**config.mk**
```make
export PLATFORM = sky130hd
export DESIGN_NAME = reg_scoreboard_flat
export DESIGN_NICKNAME = d
export VERILOG_FILES = /design/src/rtl/reg_scoreboard_if.sv /design/src/rtl/reg_scoreboard.sv /design/src/flat_wrapper.sv
export SDC_FILE = /design/constraint.sdc
export NUM_CORES = 1
export LEC_CHECK = 0
export CORE_UTILIZATION = 50
export CTS_CLUSTER_SIZE = 8
export DETAILED_ROUTE_END_ITERATION = 6
export PLACE_DENSITY = 0.68
export SETUP_SLACK_MARGIN = 0.05
export SLEW_MARGIN = 0
export SYNTH_ARGS = -nofsm -noshare
export SYNTH_HDL_FRONTEND = slang
export SYNTH_SLANG_ARGS = --single-unit
```
**constraint.sdc**
```tcl
create_clock -name clk -period 5.08 [get_ports clk]
set_clock_uncertainty 0.05 [all_clocks]
set_input_delay 0.762 -clock clk [delete_from_list [all_inputs] [get_ports clk]]
set_output_delay 0.762 -clock clk [all_outputs]
set_load 0.03 [all_outputs]
```
**src/rtl/reg_scoreboard_if.sv**
```systemverilog
// ---------------------------------------------------------------------------
// reg_scoreboard_if
// Groups the decode-issue, writeback and status signals that connect the
// decode stage to the register scoreboard.
//
// Signals
//   issue_valid      decode presents an instruction this cycle
//   flush            cancel the presented instruction (no issue)
//   rs_addr/rs_used  first source register and its use flag
//   rt_addr/rt_used  second source register and its use flag
//   issue_writes     instruction writes a destination
//   issue_dest_addr  destination register
//   reg_wr           writeback write enable (shared with the register file)
//   reg_wr_addr      writeback destination
//   stall_flag       hold decode / register-file reads
//   issue_accept     instruction issued this cycle
//   inflight_count   registered total of pending writes
//   underflow_err    sticky writeback-without-pending-write error
//
// Modports
//   master  decode/writeback side (drives requests, observes status)
//   slave   scoreboard side
// ---------------------------------------------------------------------------
interface reg_scoreboard_if #(
    parameter int ADDR_W = 5,
    parameter int CNT_W  = 2
);
    logic                     issue_valid;
    logic                     flush;
    logic [ADDR_W-1:0]        rs_addr;
    logic [ADDR_W-1:0]        rt_addr;
    logic                     rs_used;
    logic                     rt_used;
    logic                     issue_writes;
    logic [ADDR_W-1:0]        issue_dest_addr;
    logic                     reg_wr;
    logic [ADDR_W-1:0]        reg_wr_addr;
    logic                     stall_flag;
    logic                     issue_accept;
    logic [ADDR_W+CNT_W-1:0]  inflight_count;
    logic                     underflow_err;

    modport master (
        output issue_valid, flush, rs_addr, rt_addr, rs_used, rt_used,
               issue_writes, issue_dest_addr, reg_wr, reg_wr_addr,
        input  stall_flag, issue_accept, inflight_count, underflow_err
    );

    modport slave (
        input  issue_valid, flush, rs_addr, rt_addr, rs_used, rt_used,
               issue_writes, issue_dest_addr, reg_wr, reg_wr_addr,
        output stall_flag, issue_accept, inflight_count, underflow_err
    );
endinterface

```
**src/rtl/reg_scoreboard.sv**
```systemverilog
// ---------------------------------------------------------------------------
// reg_scoreboard
// Counts outstanding register writes between decode issue and writeback and
// raises stall_flag while an instruction would read a register that still
// has a pending write, or would overflow a destination's pending counter.
//
// Ports
//   clk    clock, all state updates on posedge
//   reset  synchronous, active-high reset
//   sb     reg_scoreboard_if.slave (issue, writeback and status signals)
// ---------------------------------------------------------------------------
module reg_scoreboard #(
    parameter int NUM_REGS = 32,
    parameter int ADDR_W   = 5,
    parameter int CNT_W    = 2
) (
    input  logic             clk,
    input  logic             reset,
    reg_scoreboard_if.slave  sb
);
    localparam int DEPTH = 2 ** ADDR_W;
    localparam int IW    = ADDR_W + CNT_W;

    localparam logic [CNT_W-1:0] CNT_MAX = '1;
    localparam logic [CNT_W-1:0] CNT_ONE = CNT_W'(1);
    localparam logic [IW-1:0]    IFL_ONE = IW'(1);
    localparam logic [ADDR_W-1:0] ZERO_A = '0;

    // The array spans the full address space so any address indexes it
    // directly; entries 0 and >= NUM_REGS are held at zero.
    logic [CNT_W-1:0] pend [DEPTH];
    logic [IW-1:0]    inflight_q;
    logic             underflow_q;

    logic [CNT_W-1:0] pend_rs;
    logic [CNT_W-1:0] pend_rt;
    logic [CNT_W-1:0] pend_dst;
    logic [CNT_W-1:0] pend_wb;
    logic             wb_clear_rs;
    logic             wb_clear_rt;
    logic             raw_hazard;
    logic             struct_hazard;
    logic             stall;
    logic             accept;
    logic             inc_any;
    logic             dec_any;
    logic             wb_underflow;

    always_comb begin
        pend_rs  = pend[sb.rs_addr];
        pend_rt  = pend[sb.rt_addr];
        pend_dst = pend[sb.issue_dest_addr];
        pend_wb  = pend[sb.reg_wr_addr];

        // The register file writes on negedge and reads on posedge, so the
        // last pending write landing this cycle already resolves the hazard.
        wb_clear_rs = sb.reg_wr && (sb.reg_wr_addr == sb.rs_addr) && (pend_rs == CNT_ONE);
        wb_clear_rt = sb.reg_wr && (sb.reg_wr_addr == sb.rt_addr) && (pend_rt == CNT_ONE);

        raw_hazard = (sb.rs_used && (sb.rs_addr != ZERO_A) && (pend_rs != '0) && !wb_clear_rs)
                  || (sb.rt_used && (sb.rt_addr != ZERO_A) && (pend_rt != '0) && !wb_clear_rt);

        // A saturated destination may still issue when a writeback to the
        // same register frees a slot in the same cycle.
        struct_hazard = sb.issue_writes && (sb.issue_dest_addr != ZERO_A)
                     && (pend_dst == CNT_MAX)
                     && !(sb.reg_wr && (sb.reg_wr_addr == sb.issue_dest_addr));

        stall  = reset || (sb.issue_valid && (raw_hazard || struct_hazard));
        accept = sb.issue_valid && !stall && !sb.flush && !reset;

        inc_any      = accept && sb.issue_writes && (sb.issue_dest_addr != ZERO_A);
        dec_any      = sb.reg_wr && (sb.reg_wr_addr != ZERO_A) && (pend_wb != '0);
        wb_underflow = sb.reg_wr && (sb.reg_wr_addr != ZERO_A) && (pend_wb == '0);
    end

    always_ff @(posedge clk) begin
        if (reset) begin
            for (int r = 0; r < DEPTH; r++) begin
                pend[r] <= '0;
            end
            inflight_q  <= '0;
            underflow_q <= 1'b0;
        end else begin
            for (int r = 0; r < DEPTH; r++) begin
                if (r == 0 || r >= NUM_REGS) begin
                    pend[r] <= '0;
                end else begin
                    case ({inc_any && (sb.issue_dest_addr == ADDR_W'(r)),
                           dec_any && (sb.reg_wr_addr == ADDR_W'(r))})
                        2'b10:   pend[r] <= pend[r] + CNT_ONE;
                        2'b01:   pend[r] <= pend[r] - CNT_ONE;
                        default: pend[r] <= pend[r];
                    endcase
                end
            end

            // Total moves by the same +1/-1 as the per-register counters;
            // an increment and decrement on different registers cancel.
            case ({inc_any, dec_any})
                2'b10:   inflight_q <= inflight_q + IFL_ONE;
                2'b01:   inflight_q <= inflight_q - IFL_ONE;
                default: inflight_q <= inflight_q;
            endcase

            if (wb_underflow) begin
                underflow_q <= 1'b1;
            end
        end
    end

    assign sb.stall_flag     = stall;
    assign sb.issue_accept   = accept;
    assign sb.inflight_count = inflight_q;
    assign sb.underflow_err  = underflow_q;
endmodule

```
**src/flat_wrapper.sv**
```systemverilog
// flat-port wrapper written by rule: the top's interface ports become plain ports
module reg_scoreboard_flat 
#(
    parameter int NUM_REGS = 32,
    parameter int ADDR_W   = 5,
    parameter int CNT_W    = 2
)
  (clk, reset, sb_issue_valid, sb_flush, sb_rs_addr, sb_rt_addr, sb_rs_used, sb_rt_used, sb_issue_writes, sb_issue_dest_addr, sb_reg_wr, sb_reg_wr_addr, sb_stall_flag, sb_issue_accept, sb_inflight_count, sb_underflow_err);
  reg_scoreboard_if #(.ADDR_W(ADDR_W), .CNT_W(CNT_W)) sb_i ();
  input  logic clk;
  input  logic reset;
  input wire logic [$bits(sb_i.issue_valid)-1:0] sb_issue_valid;
  input wire logic [$bits(sb_i.flush)-1:0] sb_flush;
  input wire logic [$bits(sb_i.rs_addr)-1:0] sb_rs_addr;
  input wire logic [$bits(sb_i.rt_addr)-1:0] sb_rt_addr;
  input wire logic [$bits(sb_i.rs_used)-1:0] sb_rs_used;
  input wire logic [$bits(sb_i.rt_used)-1:0] sb_rt_used;
  input wire logic [$bits(sb_i.issue_writes)-1:0] sb_issue_writes;
  input wire logic [$bits(sb_i.issue_dest_addr)-1:0] sb_issue_dest_addr;
  input wire logic [$bits(sb_i.reg_wr)-1:0] sb_reg_wr;
  input wire logic [$bits(sb_i.reg_wr_addr)-1:0] sb_reg_wr_addr;
  output wire logic [$bits(sb_i.stall_flag)-1:0] sb_stall_flag;
  output wire logic [$bits(sb_i.issue_accept)-1:0] sb_issue_accept;
  output wire logic [$bits(sb_i.inflight_count)-1:0] sb_inflight_count;
  output wire logic [$bits(sb_i.underflow_err)-1:0] sb_underflow_err;
  assign sb_i.issue_valid = sb_issue_valid;
  assign sb_i.flush = sb_flush;
  assign sb_i.rs_addr = sb_rs_addr;
  assign sb_i.rt_addr = sb_rt_addr;
  assign sb_i.rs_used = sb_rs_used;
  assign sb_i.rt_used = sb_rt_used;
  assign sb_i.issue_writes = sb_issue_writes;
  assign sb_i.issue_dest_addr = sb_issue_dest_addr;
  assign sb_i.reg_wr = sb_reg_wr;
  assign sb_i.reg_wr_addr = sb_reg_wr_addr;
  assign sb_stall_flag = sb_i.stall_flag;
  assign sb_issue_accept = sb_i.issue_accept;
  assign sb_inflight_count = sb_i.inflight_count;
  assign sb_underflow_err = sb_i.underflow_err;
  reg_scoreboard #(.NUM_REGS(NUM_REGS), .ADDR_W(ADDR_W), .CNT_W(CNT_W)) u_core (.clk(clk), .reset(reset), .sb(sb_i));
endmodule
```
==> reports/qor.csv <==
stage;metric;value;unit
floorplanning;starting density of the core;0.511;
worst_setup_path;CP startpoint kind;input pin;
clocking;hold buffers post-CTS;0;
synthesis;synthesized area;0.00774;mm^2
clocking;CTS tree;built;
floorplanning;row cnt;45;
synthesis;Post-Syn Instances;859;
placement;number of port buffers;37;
layout;Multi-input gate area;0.00527;mm^2
worst_setup_path;WS Path Type;in -> reg;
synthesis;number of distinct library cells after synthesis;65;
sta;Final WS setup;363;ps
worst_setup_path;CP max stage cell;clkdlybuf4s50_1;
floorplanning;die height;126;um
layout;NumNets Final;994;
worst_setup_path;cell chain of the critical path;clkdlybuf4s50_1, buf_12, mux2_2, a221oi_1, o311a_1, a2111oi_2, o21a_2, nor4_4, inv_2, ha_1, ha_1, nor2b_1, o21ai_0, a21boi_1, o21ai_1, a21oi_1, or4_1, a21oi_1;
grt;gr usage total;0.275;
sta;period utilization;0.929;
sta;Tmin final;4720;ps
sta;Fmax achieved;0.212;GHz
route;WL/cell;19.0;um
grt;total gr overflow;0;
clocking;total CTS buffers;9;
layout;Layout Cells excl Fill;1090;
sta;Max Slew Vio Count;0;
clocking;Longest Clk Path Bufs;2;
clocking;clk_lat worst skew;350;ps
floorplanning;Die W;126;um
placement;detailed placement HPWL;14900;um
route;DRT iter0 DRCs;586;
grt;number of global-route vias before repair;6437;
placement;Cells after DPL;1074;
worst_hold_path;hold crit path type;reg -> reg;
layout;Filler Cell Count;1324;
worst_setup_path;WP buf/inv;3;
sta;RSZ-0062 raised after global routing;no;
placement;GPL Wtd Cong;0.900;
worst_setup_path;max incr delay on CP;510;ps
grt;initial antenna violation count;0;
worst_setup_path;Worst EP required;5300;ps
layout;Layout Utilization;0.579;
placement;pre-CTS WS;-115;ps
synthesis;Post-Syn Nets;956;
route;Pre-antenna DRT Iters;5;
synthesis;register bit total from synthesis;70;
synthesis;register area share after synthesis;0.261;
power;leakage power;3.42;nW
floorplanning;IO Count;38;
synthesis;main flop type after synthesis;edfxtp_1;
grt;largest net degree at the start of global routing;103;
route;DR vias/cell;6.13;
worst_setup_path;Worst setup EP type;flop;
clocking;clk root buf;clkbuf_16;
route;Routed Antenna Nets;0;
clocking;H-tree levels;3;
route;total length of routed wires;20700;um
sta;TNS Setup;0;ps
floorplanning;core area;0.0151;mm^2
layout;share of cells above drive strength 1;0.136;
sta;Final setup viols;0;
sta;Worst Tran Pin Value;1090;ps
synthesis;YS warnings;0;
synthesis;ys async rst share;0;
grt;global-route wire length before repair;34200;um
sta;Fin. Hold Viols;0;
layout;register area;0.00202;mm^2
synthesis;Post-synth EDFFs;62;
worst_setup_path;crit path max fanout;16;
worst_setup_path;Crit path max-delay family;compound AO/OA/AOI/OAI gates;
sta;Slew Limit Headroom;0.268;
worst_setup_path;worst path arrival time;4940;ps
route;vias after detailed routing;6684;
floorplanning;Die Area;0.0160;mm^2
clocking;clk sinks;70;
synthesis;Avg Cell Area, Syn;9.01;um^2
job;max_cap viols;0;
layout;number of diodes;0;
power;peak supply drop;0.000154;V
status;outcome;finished clean;
power;Power Dens Cells;222;mW/mm^2
clocking;clock transition at the registers of the reported paths;60;ps
layout;Area Growth Syn to Fin;13.4;%
route;residual DRC count;0;
==> layout by cell type (no fill, tap or decap), types with 20 or more instances in the layout <==
master / synthesis / routed
a21oi_1: 43 / 43
and2_1: 24 / 24
and3_1: 32 / 32
buf_4: 13 / 39
clkdlybuf4s50_1: 0 / 33
edfxtp_1: 62 / 62
ha_1: 68 / 68
inv_1: 35 / 35
mux2i_1: 20 / 20
mux4_2: 37 / 37
nand2_1: 55 / 55
nand3_1: 28 / 28
nor2_1: 126 / 126
nor3_1: 70 / 70
o21bai_1: 32 / 32
xnor2_1: 36 / 36
xor2_1: 27 / 27
==> report_power, final <==
part | internal [mW] | switching, mW | total [mW]
clock | 0.376 | 0.257 | 0.633
sequential | 0.685 | 0.0792 | 0.764
combinational | 0.271 | 0.282 | 0.553
==> final timing paths <==
| kind | cells after the start | to | startpoint | slack (ps) |
|---|---|---|---|---|
| max reg2reg | 16 | u_core.sb.inflight_count[6] | u_core.pend[1][0] | 990 |
| min | 2 | u_core.sb.inflight_count[4] | u_core.sb.inflight_count[4] | 430 |
| min reg2reg | 2 | u_core.sb.inflight_count[4] | u_core.sb.inflight_count[4] | 430 |
| max | 18 | u_core.sb.inflight_count[6] | sb_issue_dest_addr[1] | 360 |
==> sequential cells by signal, summed over array words and instances, names as in the netlist <==
signal / count
u_core.pend: 62
u_core.sb.inflight_count: 7
u_core.sb.underflow_err: 1
==> logic make-up after synthesis <==
group	after synthesis	synth area share
XOR/XNOR	63	0.0713
AO/OA/AOI/OAI	110	0.0958
flip-flops	70	0.261
AND/OR/NAND/NOR	386	0.249
buffers and inverters	92	0.0585
multiplexers	69	0.151
adder cells (fa/ha/maj)	69	0.113
==> synthesized netlist by cell type (18+ instances only) <==
cell type  instances  share of area
nor2_1           126          0.061
nor3_1            70          0.045
ha_1              68           0.11
edfxtp_1          62           0.24
nand2_1           55          0.027
a21oi_1           43          0.028
mux4_2            37           0.11
xnor2_1           36          0.041
inv_1             35          0.017
and3_1            32          0.026
o21bai_1          32          0.031
nand3_1           28          0.018
xor2_1            27          0.031
and2_1            24          0.019
clkbuf_1          24          0.012
mux2i_1           20          0.026
nor2b_1           18          0.015
==> through the flow <==
stage / instance area [um^2] / total power [mW] / hold slack (ps)
after floorplan: 7740 / 1.13 / 554
after global placement: 8470 / 1.31 / 423
after detailed placement: 8470 / 1.32 / 426
after CTS: 8760 / 1.95 / 436
after global routing: 8770 / 2.04 / 479
final: 8770 / 1.95 / 433
==> metal layers <==
layer  vias up  track usage  routed length [um]
li1       3183            -                   -
met1      3128        0.385                9570
met2       336        0.423                8940
met3        37       0.0493                1690
met4         0        0.106                 499
met5         -            0                   0
==> cell type report <==
cell class	instances	share of cell area
multi-input combinational	697	0.601
sequential	70	0.231
timing repair buffer	83	0.0936
tap	188	0.0268
clock buffer	9	0.0257
inverter	36	0.0154
clock inverter	7	0.00742
==> worst register-to-register path: stages, from the launching register on <==
cell and delay [ps]:
edfxtp_1 510, mux2_2 310, a221oi_1 310, o311a_1 200, a2111oi_2 60, o21a_2 260, nor4_4 370, inv_2 60
ha_1 240, ha_1 300, nor2b_1 140, o21ai_0 200, a21boi_1 110, o21ai_1 170, a21oi_1 100, or4_1 470
a21oi_1 150
==> what timing repair did <==
action | in CTS | in global routing
endpoints found under the setup margin | 0 | 1
resized for setup | 0 | 5
setup buffers | 0 | 0
No activity file was read; power rests on OpenSTA's default activity.
